### config.mk
export PLATFORM = sky130hd
export DESIGN_NAME = mk14_disp_scan
export DESIGN_NICKNAME = d
export VERILOG_FILES = /design/src/rtl/mk14_disp_scan.sv
export SDC_FILE = /design/constraint.sdc
export NUM_CORES = 1
export LEC_CHECK = 0
export BUFFER_PORTS_ARGS = -buffer_cell sky130_fd_sc_hd__buf_2
export CAP_MARGIN = 20
export CORE_UTILIZATION = 40
export DETAILED_ROUTE_END_ITERATION = 12
export HOLD_SLACK_MARGIN = 0.03
export PLACE_DENSITY = 0.64
export RECOVER_POWER = 100
export SLEW_MARGIN = 20
export SYNTH_ARGS = -nofsm -noshare
export SYNTH_HDL_FRONTEND = slang
export SYNTH_SLANG_ARGS = --single-unit
### constraint.sdc
create_clock -name clk -period 4.4 [get_ports clk]
set_clock_uncertainty 0.15 [all_clocks]
set_input_delay 0.44 -clock clk [delete_from_list [all_inputs] [get_ports clk]]
set_output_delay 0.44 -clock clk [all_outputs]
set_load 0.02 [all_outputs]
### src/rtl/mk14_disp_scan.sv
// MK14 display refresh scheduler: scans the digit slots through the MMU read port and filters flicker.
// Optional LED latch slot enabled by defining DISP_SCAN_LED_EN.
module mk14_disp_scan #(
  parameter int unsigned CLOCK_FREQ_MHZ = 50,
  parameter logic [15:0] DISP_BASE_ADDR = 16'h0D00,
  parameter logic [15:0] LED_BASE_ADDR  = 16'h0D08,
  parameter int unsigned SCAN_PERIOD_US = 1000,
  parameter int unsigned PERSIST_SCANS  = 4
) (
  input  logic        clk,
  input  logic        rst,
  output logic        display_read_en,
  output logic [15:0] display_addr,
  input  logic [7:0]  display_data_in,
  output logic [63:0] seg_out,
  output logic [7:0]  digit_valid,
  output logic [7:0]  leds,
  output logic        scan_done
);

  localparam int unsigned PERIOD = CLOCK_FREQ_MHZ * SCAN_PERIOD_US;
  localparam int unsigned PW     = $clog2(PERIOD);
  localparam int unsigned AW     = $clog2(PERSIST_SCANS + 1);

`ifdef DISP_SCAN_LED_EN
  localparam logic [3:0] LAST_SLOT = 4'd8;
`else
  localparam logic [3:0] LAST_SLOT = 4'd7;
`endif

  typedef enum logic [1:0] {IDLE, ISSUE, CAPTURE, DONE} state_t;

  state_t          state_q, state_d;
  logic [3:0]      slot_q, slot_d;
  logic [PW-1:0]   presc_q;
  logic            pending_q;
  logic            tick;
  logic [15:0]     slot_addr;
  logic [63:0]     seg_q;
  logic [7:0]      valid_q;
  logic [AW-1:0]   age_q [8];
  logic [2:0]      di;

  assign tick = (presc_q == PW'(PERIOD - 1));

  always_ff @(posedge clk or posedge rst) begin
    if (rst) begin
      presc_q <= '0;
    end else if (tick) begin
      presc_q <= '0;
    end else begin
      presc_q <= presc_q + PW'(1);
    end
  end

  // A tick during a scan is remembered once and replayed when the FSM is back in IDLE.
  always_ff @(posedge clk or posedge rst) begin
    if (rst) begin
      pending_q <= 1'b0;
    end else if (state_q == IDLE) begin
      pending_q <= 1'b0;
    end else if (tick) begin
      pending_q <= 1'b1;
    end
  end

  always_ff @(posedge clk or posedge rst) begin
    if (rst) begin
      state_q <= IDLE;
      slot_q  <= '0;
    end else begin
      state_q <= state_d;
      slot_q  <= slot_d;
    end
  end

  always_comb begin
    state_d         = state_q;
    slot_d          = slot_q;
    display_read_en = 1'b0;
    scan_done       = 1'b0;
    case (state_q)
      IDLE: begin
        if (tick || pending_q) begin
          state_d = ISSUE;
          slot_d  = '0;
        end
      end
      ISSUE: begin
        display_read_en = 1'b1;
        state_d         = CAPTURE;
      end
      CAPTURE: begin
        if (slot_q == LAST_SLOT) begin
          state_d = DONE;
        end else begin
          slot_d  = slot_q + 4'd1;
          state_d = ISSUE;
        end
      end
      DONE: begin
        scan_done = 1'b1;
        state_d   = IDLE;
      end
      default: state_d = IDLE;
    endcase
  end

  // Slot 8 only exists with the LED option, so this mux is inert in the 8-slot build.
  assign slot_addr    = (slot_q == 4'd8) ? LED_BASE_ADDR : (DISP_BASE_ADDR + {13'd0, slot_q[2:0]});
  assign display_addr = display_read_en ? slot_addr : 16'h0000;
  assign di           = slot_q[2:0];

  // The MMU clears on-flags after each read; a digit stays lit until PERSIST_SCANS empty reads in a row.
  always_ff @(posedge clk or posedge rst) begin
    if (rst) begin
      seg_q   <= '0;
      valid_q <= '0;
      for (int i = 0; i < 8; i++) begin
        age_q[i] <= AW'(PERSIST_SCANS);
      end
    end else if (state_q == CAPTURE && !slot_q[3]) begin
      if (display_data_in != 8'd0) begin
        seg_q[8*di +: 8] <= display_data_in;
        age_q[di]        <= '0;
        valid_q[di]      <= 1'b1;
      end else if (age_q[di] < AW'(PERSIST_SCANS - 1)) begin
        age_q[di]        <= age_q[di] + AW'(1);
      end else begin
        age_q[di]        <= AW'(PERSIST_SCANS);
        seg_q[8*di +: 8] <= 8'd0;
        valid_q[di]      <= 1'b0;
      end
    end
  end

  assign seg_out     = seg_q;
  assign digit_valid = valid_q;

`ifdef DISP_SCAN_LED_EN
  logic [7:0] leds_q;

  always_ff @(posedge clk or posedge rst) begin
    if (rst) begin
      leds_q <= 8'd0;
    end else if (state_q == CAPTURE && slot_q == 4'd8) begin
      leds_q <= display_data_in;
    end
  end

  assign leds = leds_q;
`else
  assign leds = 8'd0;
`endif

endmodule

=== Yosys cells after proc, flatten, opt, wreduce, memory -nomap -nowiden ===
Index checks and enable logic that the tools add are counted.

* Add/subtract/negate cells: 5
* Magnitude comparators: 5
* Equal/unequal tests: 9
* Shifts and indexed selects: 3
* Multiplexer cells: 29
* Bitwise operators: 9
* Reduce and logical (&&, ||, !) cells: 11

{| class="wikitable"
|+ Operator list
! kind !! number
|-
| $bwmux W64 || 2
|-
| $mux W64 || 2
|-
| $shift A8 B34 Y64 const A || 1
|-
| $shiftx A8 B34 Y64 || 1
|-
| $shiftx A8 B34 Y64 const A || 1
|-
| $mux W24 || 2
|-
| $neg A6 Y34 || 1
|-
| $mux W13 || 2
|-
| $and A24 B24 Y24 || 1
|-
| $bwmux W24 || 1
|-
| $not A24 Y24 || 1
|-
| $add A16 B1 Y16 const B || 1
|-
| $and A16 B16 Y16 || 1
|-
| $eq A16 B16 Y1 const B || 1
|-
| $mux W16 || 1
|-
| $mux W8 || 2
|-
| $not A16 Y16 || 1
|-
| $or A8 B8 Y8 || 2
|-
| $add A12 B3 Y13 const A || 1
|-
| $bmux W3 S3 || 1
|-
| $demux W3 S3 || 1
|-
| $mux W3 || 3
|-
| $and A8 B8 Y8 || 1
|-
| $mux W4 || 2
|-
| other kinds (28) || 38
|}

* Register bits after elaboration: 119
* Input bits: 10
* Output and inout port bits: 98
* Word-level logic and storage cells: 85

=== Longest topological paths before layout ===
* Word-level depth: 9
* Gate-level depth with buffers: 9
* Mapped depth without buffers: 7

=== Least setup slack after synthesis ===
Ideal clock, no wire load.

* Kind: reg2reg
* Start point: register slot_q[0]
* End point: register seg_q[32] (netlist: seg_out[32])
* Library setup time: 0.127 ns
* Arrival time: 2.714 ns
* Required time: 4.123 ns
* Slack: 1.408 ns
* Cell stages (with the launch flop): 10
* Buffers on the path: 3
* Period minus slack after synthesis: 2.992 ns
* Cells stage by stage: dfrtp_1 -> clkbuf_1 -> inv_1 -> clkbuf_1 -> ha_1 -> clkbuf_1 -> nor3_2 -> nand3_1 -> a211oi_4 -> mux2_1

* Longest elaborated chain between the ends: 7
* Elaborated cells between the ends (all ways): 15
* Those cells by class: 1 x add/sub; 1 x order compare; 1 x eq/ne; 3 x shift; 7 x mux; 1 x bitwise; 1 x reduce/logical

{| class="wikitable"
|+ RTL lines
! item !! RTL line !! RTL
|-
| start, declared || 34 || <nowiki>logic [3:0] slot_q, slot_d;</nowiki>
|-
| start signal, assigned || 73 || <nowiki>slot_q <= slot_d;</nowiki>
|-
| branches (longest 7 deep; another with $neg A6 Y34) || - ||
|-
| end signal, assigned by index || 124 || <nowiki>seg_q[8*di +: 8] <= display_data_in;</nowiki>
|-
| end, declared || 39 || <nowiki>logic [63:0] seg_q;</nowiki>
|}

Parallel ways; which one is timed is not known. The select of a mux whose other input is x is not followed.
A chain may end at the register's enable or synchronous reset.

=== Final worst setup path ===
* Start point: register slot_q[2]
* End point: register seg_q[50] (netlist: seg_out[50])

The elaborated chain is that of the path after synthesis.

==> run_results.csv <==
group,metric,value,unit
timing,worst_pin_slew,3.07,ns
drt,wl_per_cell,17.2,um
power,seqPwrFrac,41.3,%
synth,postSynthCellCount,478,
worst_setup_path,startpoint,"slot_q[2]",
timing,setup_ws,0.580,ns
clocking,holdBufCountCts,0,
timing,setup_viol,0,
floorplan,start_util,41.1,%
timing,final-max-slew-violation-count,84,
final_layout,stdcell_area,6720,sq um
synth,seq_area_frac_synth,52.2,%
floorplan,num_io_pins,108,
clocking,htree_levels,4,
grt,grt-ovfl-total,0,
clocking,cts_resized,0,
timing,rsz0062_at_grt,"no",
power,clkPwrFrac,56.8,%
final_layout,insertedDiodeCount,0,
grt,grt_pass1_wl,21.3,mm
worst_setup_path,cp_max_fo,20,
placement,place_inst,735,
power,p_comb_share,1.9,%
drt,wl,13.2,mm
timing,max_freq,262,MHz
floorplan,rows,43,
synth,syn_avg_cell_area,12.0,sq um
synth,synth_top_cell_by_area,"dfrtp_1",
worst_setup_path,cp_slowest_cell,"o2111ai_1",
clocking,clock_sink_count,119,
floorplan,core_area,13900,sq um
placement,hpwl,9.13,mm
final_layout,fin_nets,593,
worst_setup_path,reg2reg_from,"slot_q[2]",
timing,setup-tns-final,0,ns
hold_path,hold_path.class,"primary input to register",
placement,io_buffers,90,
clocking,clkLatencyLatePin,0.42,ns
synth,netlist.area_leader.share,48.5,%
worst_setup_path,cp-start-kind,"register",
worst_setup_path,crit_type,"register to register",
clocking,cts_tree,"done",
grt,track_usage,19.1,%
synth,ys_ff_latch,119,
timing,fin_crit_sh,86.8,%
power,p_int,2140,uW
outcome,failed_checks,"capacitance limit, slew limit",
synth,postSynth.asyncResetShare,100,%
floorplan,die_area,14800,sq um
drt,vias,4008,
grt,grt_pass1_vias,4019,
grt,grt_max_degree,84,
synth,synth_area,5730,sq um
hold_path,hp-start,"display_data_in[4]",
synth,synth_edf_count,0,
final_layout,drive_above_1_share,19.6,%
worst_setup_path,required,4.55,ns
worst_setup_path,arrival,3.97,ns
flow_run,max_cap_viol_count,1,
worst_setup_path,path_cells,"mux2_2 > a211oi_1 > o221ai_2 > o2111ai_1 > mux2_2",
worst_setup_path,slowest_delay,1.07,ns
final_layout,fin_cells,767,
clocking,clk_path_buf_depth,2,
drt,ant_nets,0,
final_layout,syn2layout_area_growth,17.3,%
grt,grt_antenna_before_repair,0,
worst_setup_path,critPathCaptureType,"register",
placement,placed_area,6280,sq um
clocking,clk_pin_slew,0.05,ns
timing,hold_viol,0,
synth,synth_area_leaders,"dfrtp_1 48%, mux2_2 7.5%, mux2_4 4.2%",
timing,period_needed,3.82,ns
power,vdd_drop_max,0.000313,V
power,cellLeakagePower,0.00315,uW
placement,gp_congestion,0.800,
floorplan,die_w,122,um
worst_setup_path,crit_path_frequent_cell,"mux2_2",
drt,drc,0,
clocking,numCtsBuffers,17,
synth,synth_ff_type,"dfrtp_1",
timing,relSlewSlack,-105,%
power,powerDensity,396,nW/um^2
drt,avgViaCountPerCell,5.23,
synth,synth_warnings,0,
placement,dp_slack,1.00,ns
power,p_switching,521,uW
power,p_sw_share,19.6,%
floorplan,dieHeight,122,um
clocking,root_buffer,"clkbuf_16",
clocking,postCtsSetupRepairBufs,0,
outcome,status,"finished with violations",
drt,first_iter_violations,242,
drt,first_pass_iters,4,
synth,synth_cell_types,62,
## power by group through the flow
stage          clock, uW  combinational [uW]  sequential (uW)
3_5_place_dp           0                54.0             1120
4_1_cts             1530                54.1             1100
2_1_floorplan          0                42.3             1120
3_3_place_gp           0                53.1             1120
6_report            1510                51.5             1100
5_1_grt             1580                58.2             1100
## critical path: cells and delay by family, from the launching register on
kind,cells,cell delay [ns]
AO/OA/AOI/OAI,3,1.89
multiplexers,2,0.85
flip-flops,1,0.82
## logic make-up (layout without fill, tap and decap cells)
| group | Yosys count | count (layout) | share of synthesized area, % |
|---|---|---|---|
| muxes | 68 | 68 | 15.1 |
| xor gates and xnor gates | 13 | 13 | 1.99 |
| AOI/OAI and AO/OA | 72 | 72 | 10.6 |
| other | 1 | 17 | 0.0655 |
| and+or+nand+nor | 145 | 145 | 13.0 |
| DFF | 119 | 119 | 52.2 |
| adders and majority gates | 9 | 9 | 1.97 |
| buffers and inverters | 51 | 144 | 5.09 |
## state kept, by name (all words and copies together) (netlist names), named ones only
signal / cells
presc_q: 16
pending_q: 1
state_q: 2
age_q: 24
slot_q: 4
seg_out: 64
## worst paths after layout
kind,to,slack [ns],cells past startpoint
worst max-delay path,seg_out[50],0.58,5
worst min-delay path,seg_out[4],0.20,2
worst max register to register,seg_out[50],0.58,5
worst min register to register,presc_q[0],0.30,1
max in group asynchronous,seg_out[19],1.14,3
min in group asynchronous,seg_out[15],0.98,2
## metal layers
layer	vias to the layer above	global-route usage, %	wire [um]
met1	2013	25.9	5860
li1	1846	-	-
met3	24	5.71	757
met4	0	7.48	289
met2	125	28.7	6260
met5	-	0	0
## stage by stage
stage | hold WS (ns) | util, % | total power [uW]
after detailed placement | 0.299 | 45.1 | 1170
final | 0.196 | 48.2 | 2660
after floorplan | 0.274 | - | 1160
after CTS | 0.161 | 49.8 | 2680
after global routing | 0.186 | 48.2 | 2740
after global placement | 0.287 | 45.1 | 1170
## synth_stat cells, types with 2 or more instances
cell / instances
a21o_1: 7
a21oi_1: 6
a21oi_2: 3
a22o_1: 9
a31oi_1: 2
and2_1: 24
and3_1: 6
buf_2: 2
buf_4: 20
buf_6: 3
clkbuf_1: 8
dfrtp_1: 111
dfstp_2: 8
ha_1: 9
inv_1: 16
mux2_1: 3
mux2_2: 38
mux2_4: 16
mux2i_1: 7
mux4_2: 3
nand2_1: 43
nand3_1: 14
nand4_1: 6
nor2_1: 26
nor2b_1: 3
nor3_1: 7
nor3b_1: 4
o2111ai_4: 3
o21ai_0: 18
o21bai_1: 6
o31ai_1: 4
or4bb_1: 2
xnor2_1: 6
xor2_1: 7
## cell type report
| class | instances | area [sq um] |
|---|---|---|
| tap | 180 | 225 |
| clock inverter | 8 | 140 |
| fill | 1286 | 7210 |
| multi-input combinational | 324 | 2410 |
| sequential | 119 | 2990 |
| timing repair buffer | 95 | 379 |
| inverter | 17 | 63.8 |
| clock buffer | 24 | 512 |
## placed cells by master (no fill, tap or decap), drive strengths merged, types with 5 or more instances in the layout
cell / n
clkbuf: 107
inv: 16
o21bai: 6
and2: 24
xnor2: 6
mux2: 57
a22o: 9
clkinv: 5
conb: 17
buf: 12
a21o: 8
nand3: 14
nand4: 6
o31ai: 5
o21ai: 19
nand2: 43
mux2i: 7
dfstp: 8
nor3: 8
dfrtp: 111
a21oi: 10
ha: 9
xor2: 7
and3: 7
nor2: 26
Power figures use the tool's default switching activity.
